$ cat config.mk
export PLATFORM = sky130hd
export DESIGN_NAME = wb_leds_pwm
export DESIGN_NICKNAME = d
export VERILOG_FILES = /design/src/rtl/wb_leds_pwm.sv
export SDC_FILE = /design/constraint.sdc
export NUM_CORES = 1
export LEC_CHECK = 0
export BUFFER_PORTS_ARGS = -buffer_cell sky130_fd_sc_hd__buf_2
export CELL_PAD_IN_SITES_DETAIL_PLACEMENT = 2
export CELL_PAD_IN_SITES_GLOBAL_PLACEMENT = 2
export CORE_MARGIN = 10
export CORE_UTILIZATION = 40
export DETAILED_ROUTE_END_ITERATION = 10
export GPL_ROUTABILITY_DRIVEN = 1
export PLACE_DENSITY_LB_ADDON = 0.1
export SLEW_MARGIN = 5
export SYNTH_ARGS = -nofsm -noshare
export SYNTH_HDL_FRONTEND = slang
export SYNTH_SLANG_ARGS = --single-unit
$ cat constraint.sdc
create_clock -name wb_clk_i -period 2.6 [get_ports wb_clk_i]
set_input_delay 0.52 -clock wb_clk_i [delete_from_list [all_inputs] [get_ports wb_clk_i]]
set_output_delay 0.52 -clock wb_clk_i [all_outputs]
set_load 0.05 [all_outputs]
$ cat src/rtl/wb_leds_pwm.sv
// wb_leds_pwm: Wishbone LED bank with per-channel 8-bit PWM brightness and a shared prescaled timebase.
// Optional blink timer enabled by defining WB_LEDS_PWM_BLINK_EN.
module wb_leds_pwm #(
    parameter int WIDTH    = 8,
    parameter int CHANNELS = 4,
    parameter int ABITS    = 4,
    parameter bit HIGHZ    = 1'b0
) (
    input  logic                wb_clk_i,
    input  logic                wb_rst_ni,
    input  logic                wb_cyc_i,
    input  logic                wb_stb_i,
    input  logic                wb_we_i,
    input  logic [ABITS-1:0]    wb_adr_i,
    input  logic [WIDTH/8-1:0]  wb_sel_i,
    input  logic [WIDTH-1:0]    wb_dat_i,
    output logic                wb_ack_o,
    output logic [WIDTH/8-1:0]  wb_sel_o,
    output logic [WIDTH-1:0]    wb_dat_o,
    output logic [CHANNELS-1:0] leds_o
);
    logic                r_ack;
    logic [7:0]          r_dat;
    logic [WIDTH/8-1:0]  r_sel;
    logic                r_en, r_inv;
    logic [7:0]          r_prescale, r_pre_cnt, r_pwm_cnt;
    logic [7:0]          r_duty   [CHANNELS];
    logic [7:0]          r_shadow [CHANNELS];
    logic [CHANNELS-1:0] r_leds;
    logic                w_start, w_wr, w_tick, w_pend, w_blink_on, w_ctl_blink;
    logic [7:0]          w_wdat, w_blink_reg, w_rdata;
    logic [31:0]         w_adr;
    logic                w_unused;

    assign w_start  = wb_cyc_i & wb_stb_i & ~r_ack;
    assign w_wr     = w_start & wb_we_i & wb_sel_i[0];
    assign w_wdat   = wb_dat_i[7:0];
    assign w_adr    = 32'(wb_adr_i);
    assign w_tick   = r_en & (r_pre_cnt >= r_prescale);
    assign w_pend   = w_tick & (r_pwm_cnt == 8'd254);
    assign w_unused = ^wb_dat_i;

`ifdef WB_LEDS_PWM_BLINK_EN
    logic       r_ctl_blink, r_blink_on;
    logic [7:0] r_blink, r_blk_cnt;
    logic [7:0] w_blk_max;
    logic       w_blk_done;

    assign w_blk_max   = (r_blink == 8'd0) ? 8'd1 : r_blink;
    assign w_blk_done  = (r_blk_cnt + 8'd1) >= w_blk_max;
    assign w_ctl_blink = r_ctl_blink;
    assign w_blink_reg = r_blink;
    assign w_blink_on  = r_blink_on;

    // Blink control bit and period register
    always_ff @(posedge wb_clk_i or negedge wb_rst_ni)
        if (!wb_rst_ni) begin
            r_ctl_blink <= 1'b0;
            r_blink     <= 8'd0;
        end else if (w_wr) begin
            if (w_adr == 32'd0) r_ctl_blink <= w_wdat[2];
            if (w_adr == 32'd2) r_blink <= w_wdat;
        end

    // Blink timer: toggle after max(BLINK,1) PWM periods; held on while disabled
    always_ff @(posedge wb_clk_i or negedge wb_rst_ni)
        if (!wb_rst_ni) begin
            r_blk_cnt  <= 8'd0;
            r_blink_on <= 1'b1;
        end else if (!r_en || !r_ctl_blink) begin
            r_blk_cnt  <= 8'd0;
            r_blink_on <= 1'b1;
        end else if (w_pend) begin
            r_blk_cnt  <= w_blk_done ? 8'd0 : r_blk_cnt + 8'd1;
            r_blink_on <= w_blk_done ? ~r_blink_on : r_blink_on;
        end
`else
    assign w_ctl_blink = 1'b0;
    assign w_blink_reg = 8'd0;
    assign w_blink_on  = 1'b1;
`endif

    // Read mux; unmapped and reserved addresses read as zero
    always_comb begin
        w_rdata = 8'd0;
        if (w_adr == 32'd0) w_rdata = {5'd0, w_ctl_blink, r_inv, r_en};
        if (w_adr == 32'd1) w_rdata = r_prescale;
        if (w_adr == 32'd2) w_rdata = w_blink_reg;
        for (int n = 0; n < CHANNELS; n++)
            if (w_adr == 32'(4 + n)) w_rdata = r_duty[n];
    end

    // Bus handshake: single-cycle ack, read data and select echo registered with it
    always_ff @(posedge wb_clk_i or negedge wb_rst_ni)
        if (!wb_rst_ni) begin
            r_ack <= 1'b0;
            r_dat <= 8'd0;
            r_sel <= '0;
        end else begin
            r_ack <= w_start;
            r_dat <= w_start ? w_rdata : 8'd0;
            r_sel <= w_start ? wb_sel_i : '0;
        end

    // Control, prescale and duty registers written on the acking edge
    always_ff @(posedge wb_clk_i or negedge wb_rst_ni)
        if (!wb_rst_ni) begin
            r_en       <= 1'b0;
            r_inv      <= 1'b0;
            r_prescale <= 8'd0;
            for (int n = 0; n < CHANNELS; n++) r_duty[n] <= 8'd0;
        end else if (w_wr) begin
            if (w_adr == 32'd0) begin
                r_en  <= w_wdat[0];
                r_inv <= w_wdat[1];
            end
            if (w_adr == 32'd1) r_prescale <= w_wdat;
            for (int n = 0; n < CHANNELS; n++)
                if (w_adr == 32'(4 + n)) r_duty[n] <= w_wdat;
        end

    // Shared timebase: >= compare lets a lowered prescale tick at once instead of wrapping
    always_ff @(posedge wb_clk_i or negedge wb_rst_ni)
        if (!wb_rst_ni) begin
            r_pre_cnt <= 8'd0;
            r_pwm_cnt <= 8'd0;
        end else begin
            r_pre_cnt <= (!r_en || w_tick) ? 8'd0 : r_pre_cnt + 8'd1;
            r_pwm_cnt <= !r_en ? 8'd0 : !w_tick ? r_pwm_cnt : (r_pwm_cnt == 8'd254) ? 8'd0 : r_pwm_cnt + 8'd1;
        end

    // Shadow duties reload only at period end (or continuously while disabled), new write wins
    always_ff @(posedge wb_clk_i or negedge wb_rst_ni)
        if (!wb_rst_ni) begin
            for (int n = 0; n < CHANNELS; n++) r_shadow[n] <= 8'd0;
        end else begin
            for (int n = 0; n < CHANNELS; n++)
                if (!r_en || w_pend) r_shadow[n] <= (w_wr && w_adr == 32'(4 + n)) ? w_wdat : r_duty[n];
        end

    // Registered LED drive with blink gating and polarity inversion
    always_ff @(posedge wb_clk_i or negedge wb_rst_ni)
        if (!wb_rst_ni) begin
            r_leds <= '0;
        end else begin
            for (int n = 0; n < CHANNELS; n++)
                r_leds[n] <= (r_en & (r_pwm_cnt < r_shadow[n]) & w_blink_on) ^ r_inv;
        end

    assign wb_ack_o = r_ack;
    assign wb_sel_o = (HIGHZ && !r_ack) ? {(WIDTH/8){1'bz}} : r_sel;
    assign wb_dat_o = (HIGHZ && !r_ack) ? {WIDTH{1'bz}} : WIDTH'(r_dat);
    assign leds_o   = r_leds;
endmodule
==> flow_summary.toml <==
[run_status]
status = "finished, final reports clean"

[setup_path]
crit_fanout = 32
cp.arrival_ns = 2.61
path_class = "register to register"
startpoint_type = "register"
end_kind = "register"
cp_data_required_time_ns = 2.84

[sta]
slew_violations = 0
rsz0062_at_grt = "no"
period_needed_ns = 2.37
worst_slack_ns = 0.225
finalHoldViolCount = 0
setup_viol_count_final = 0
finalSetupTns_ns = 0
whs_ns = 0.165
min_period_over_period_pct = 91.3
fmax_mhz = 421
clock_skew_ns = 0.00769
worst_slew_pin_slew_ns = 0.577
relSlewSlack_pct = 61.6

[global_routing]
grt_max_degree = 40
use_met1_pct = 24.3
grtUsageTotal_pct = 17.8
grt_pass1_vias = 4192
use_met2_pct = 28.3
use_met3_pct = 4.04
antenna_found_initial = 0
gr-total-overflow = 0
grt_pass1_wl_um = 25600
busiest_layer = "met2"

[finish]
utilization_pct = 47.1
drive_above_1_share_pct = 29.1
area_growth_pct = 14.0
nNetsFinal = 560
diodes = 0

[floorplan]
die_y_um = 138
die_area_sq_um = 18900
core-area_sq_um = 13400
start_util_pct = 41.3
pin_count = 32
dieWidth_um = 138
rows = 42

[place]
dpl.hpwl_um = 12100
portBuffers = 31
place_ws_ns = 0.171
gp_congestion = 0.820

[min_path]
hp-class = "input pin to asynchronous set/reset pin"

[synth]
syn-cell-area_sq_um = 5530
ys_types = 58
ys_seq_area_share_pct = 47.0
syn_avg_cell_area_sq_um = 12.1
ys_warn_count = 0
postSynthCellCount = 459
synth_edf_count = 0
synth_ff_type = "dfrtp_1"
async_reset_ff_share_pct = 100
synth_nets = 516
ys_ff_latch = 104

[flow_run]
maxCapViolCount = 0

[pwr]
ir_drop_mv = 0.334
power.leakage_nw = 3.06
p_per_area_nw_per_um2 = 606

[routing]
wl_per_cell_um = 23.4
vias = 3756
drt.antenna.violating_nets = 0
wl_um = 16000
drt-pass1-iter-count = 4
avgViaCountPerCell = 5.49
drt_iter0_drc = 141
drc = 0

[clock_network]
clockBufferDepth = 2
tritoncts = "built"
clk_latency_ns = 0.35
numCtsBuffers = 9
root_buffer = "clkbuf_16"
cts_hold_buf = 0
cts.sinks = 104
cts_resized = 0
post_cts_buffers = 0
cts.clk_slew.worst_paths_ns = 0.08
cts-htree-levels = 3
## path summary, 6_finish.rpt
check / startpoint / end / slack [ns] / depth (start not counted)
worst max-delay path: r_pre_cnt[0] / r_shadow[7] / 0.23 / 8
worst min-delay path: wb_rst_ni / r_pre_cnt[5] / 0.16 / 1
worst max register to register: r_pre_cnt[0] / r_shadow[7] / 0.23 / 8
worst min register to register: r_shadow[17] / r_shadow[17] / 0.51 / 1
max in group asynchronous: wb_rst_ni / r_duty[27] / 1.84 / 2
min in group wb_clk_i: wb_sel_i / wb_sel_o / 0.41 / 2
## where the power goes
part	switching, W	internal (W)	total, W
clock	0.000670	0.000770	0.00144
combinational	0.000343	0.000240	0.000583
sequential	0.0000813	0.00172	0.00180
## synth_stat cells (all sizes together) (4+ instances only)
cell | n | share of area (%)
mux2i | 4 | 0.72
dfrtp | 104 | 47
buf | 9 | 1.1
ha | 39 | 8.8
o21ai | 23 | 2.1
o211a | 4 | 0.72
o22ai | 9 | 1.0
nand2b | 10 | 1.1
a21oi | 13 | 1.2
xor2 | 4 | 0.63
o21a | 5 | 0.68
and4 | 4 | 0.63
and3 | 6 | 0.68
nor3 | 4 | 0.57
nor2 | 15 | 1.1
nand2 | 10 | 0.68
clkbuf | 7 | 0.47
a211o | 4 | 0.63
nor2b | 7 | 0.79
a211oi | 4 | 0.54
a22oi | 8 | 1.1
mux2 | 74 | 17
nand3 | 11 | 1.1
inv | 40 | 2.7
xnor2 | 6 | 0.95
## cells by family (layout without fill, tap and decap cells)
group           after synthesis  in the layout  synth area share [%]
simple gates                 82             82                  8.87
flops                       104            104                  47.0
buf+inv                      56            105                  4.30
fa+ha+maj                    39             39                  8.82
xor+xnor                     10             10                  1.58
compound gates               90             90                  11.6
mux                          78             78                  17.8
## stage by stage
stage               total power, W  area, sq um  std cells
global placement           0.00238         6000        668
CTS                        0.00387         6310        684
floorplan                  0.00217         5530        459
detailed placement         0.00242         6000        668
finish                     0.00382         6310        684
global route               0.00401         6310        684
## sequential cells by signal, indices dropped and copies added (netlist names)
signal / count
r_duty: 32
r_shadow: 32
r_pre_cnt: 8
r_prescale: 8
r_pwm_cnt: 8
wb_dat_o: 8
leds_o: 4
r_en: 1
r_inv: 1
wb_ack_o: 1
wb_sel_o: 1
## per-layer routing
metal | part of all wire, % | wire, um
met1 | 49 | 7790
met2 | 46 | 7400
met3 | 3.6 | 579
met4 | 1.3 | 201
met5 | 0 | 0
## worst max-delay path, cell delays in order (launching register included)
cell and delay (ns):
dfrtp_1 0.41, inv_1 0.06, ha_1 0.27, nand2b_1 0.11, a2111oi_2 0.08, o221a_4 0.26, o41ai_4 0.37, buf_12 0.30
mux2_2 0.37
## placed cells by master (no fill, tap or decap), types with 13 or more instances in the layout
cell type and instances:
a21oi_1 13, buf_2 30, buf_4 16, dfrtp_1 104, ha_1 39, inv_1 39
mux2_2 43, mux2_4 30, nor2_1 14, o21ai_0 20
## final cells by class
class	instances	area [sq um]
fillers	1347	7090
multi-input cells	299	2690
well taps	176	220
clock buffers	9	225
inverters	40	150
clock inverters	7	86.3
flip-flops and latches	104	2600
repair buffers	49	330
Power figures use the tool's default switching activity.
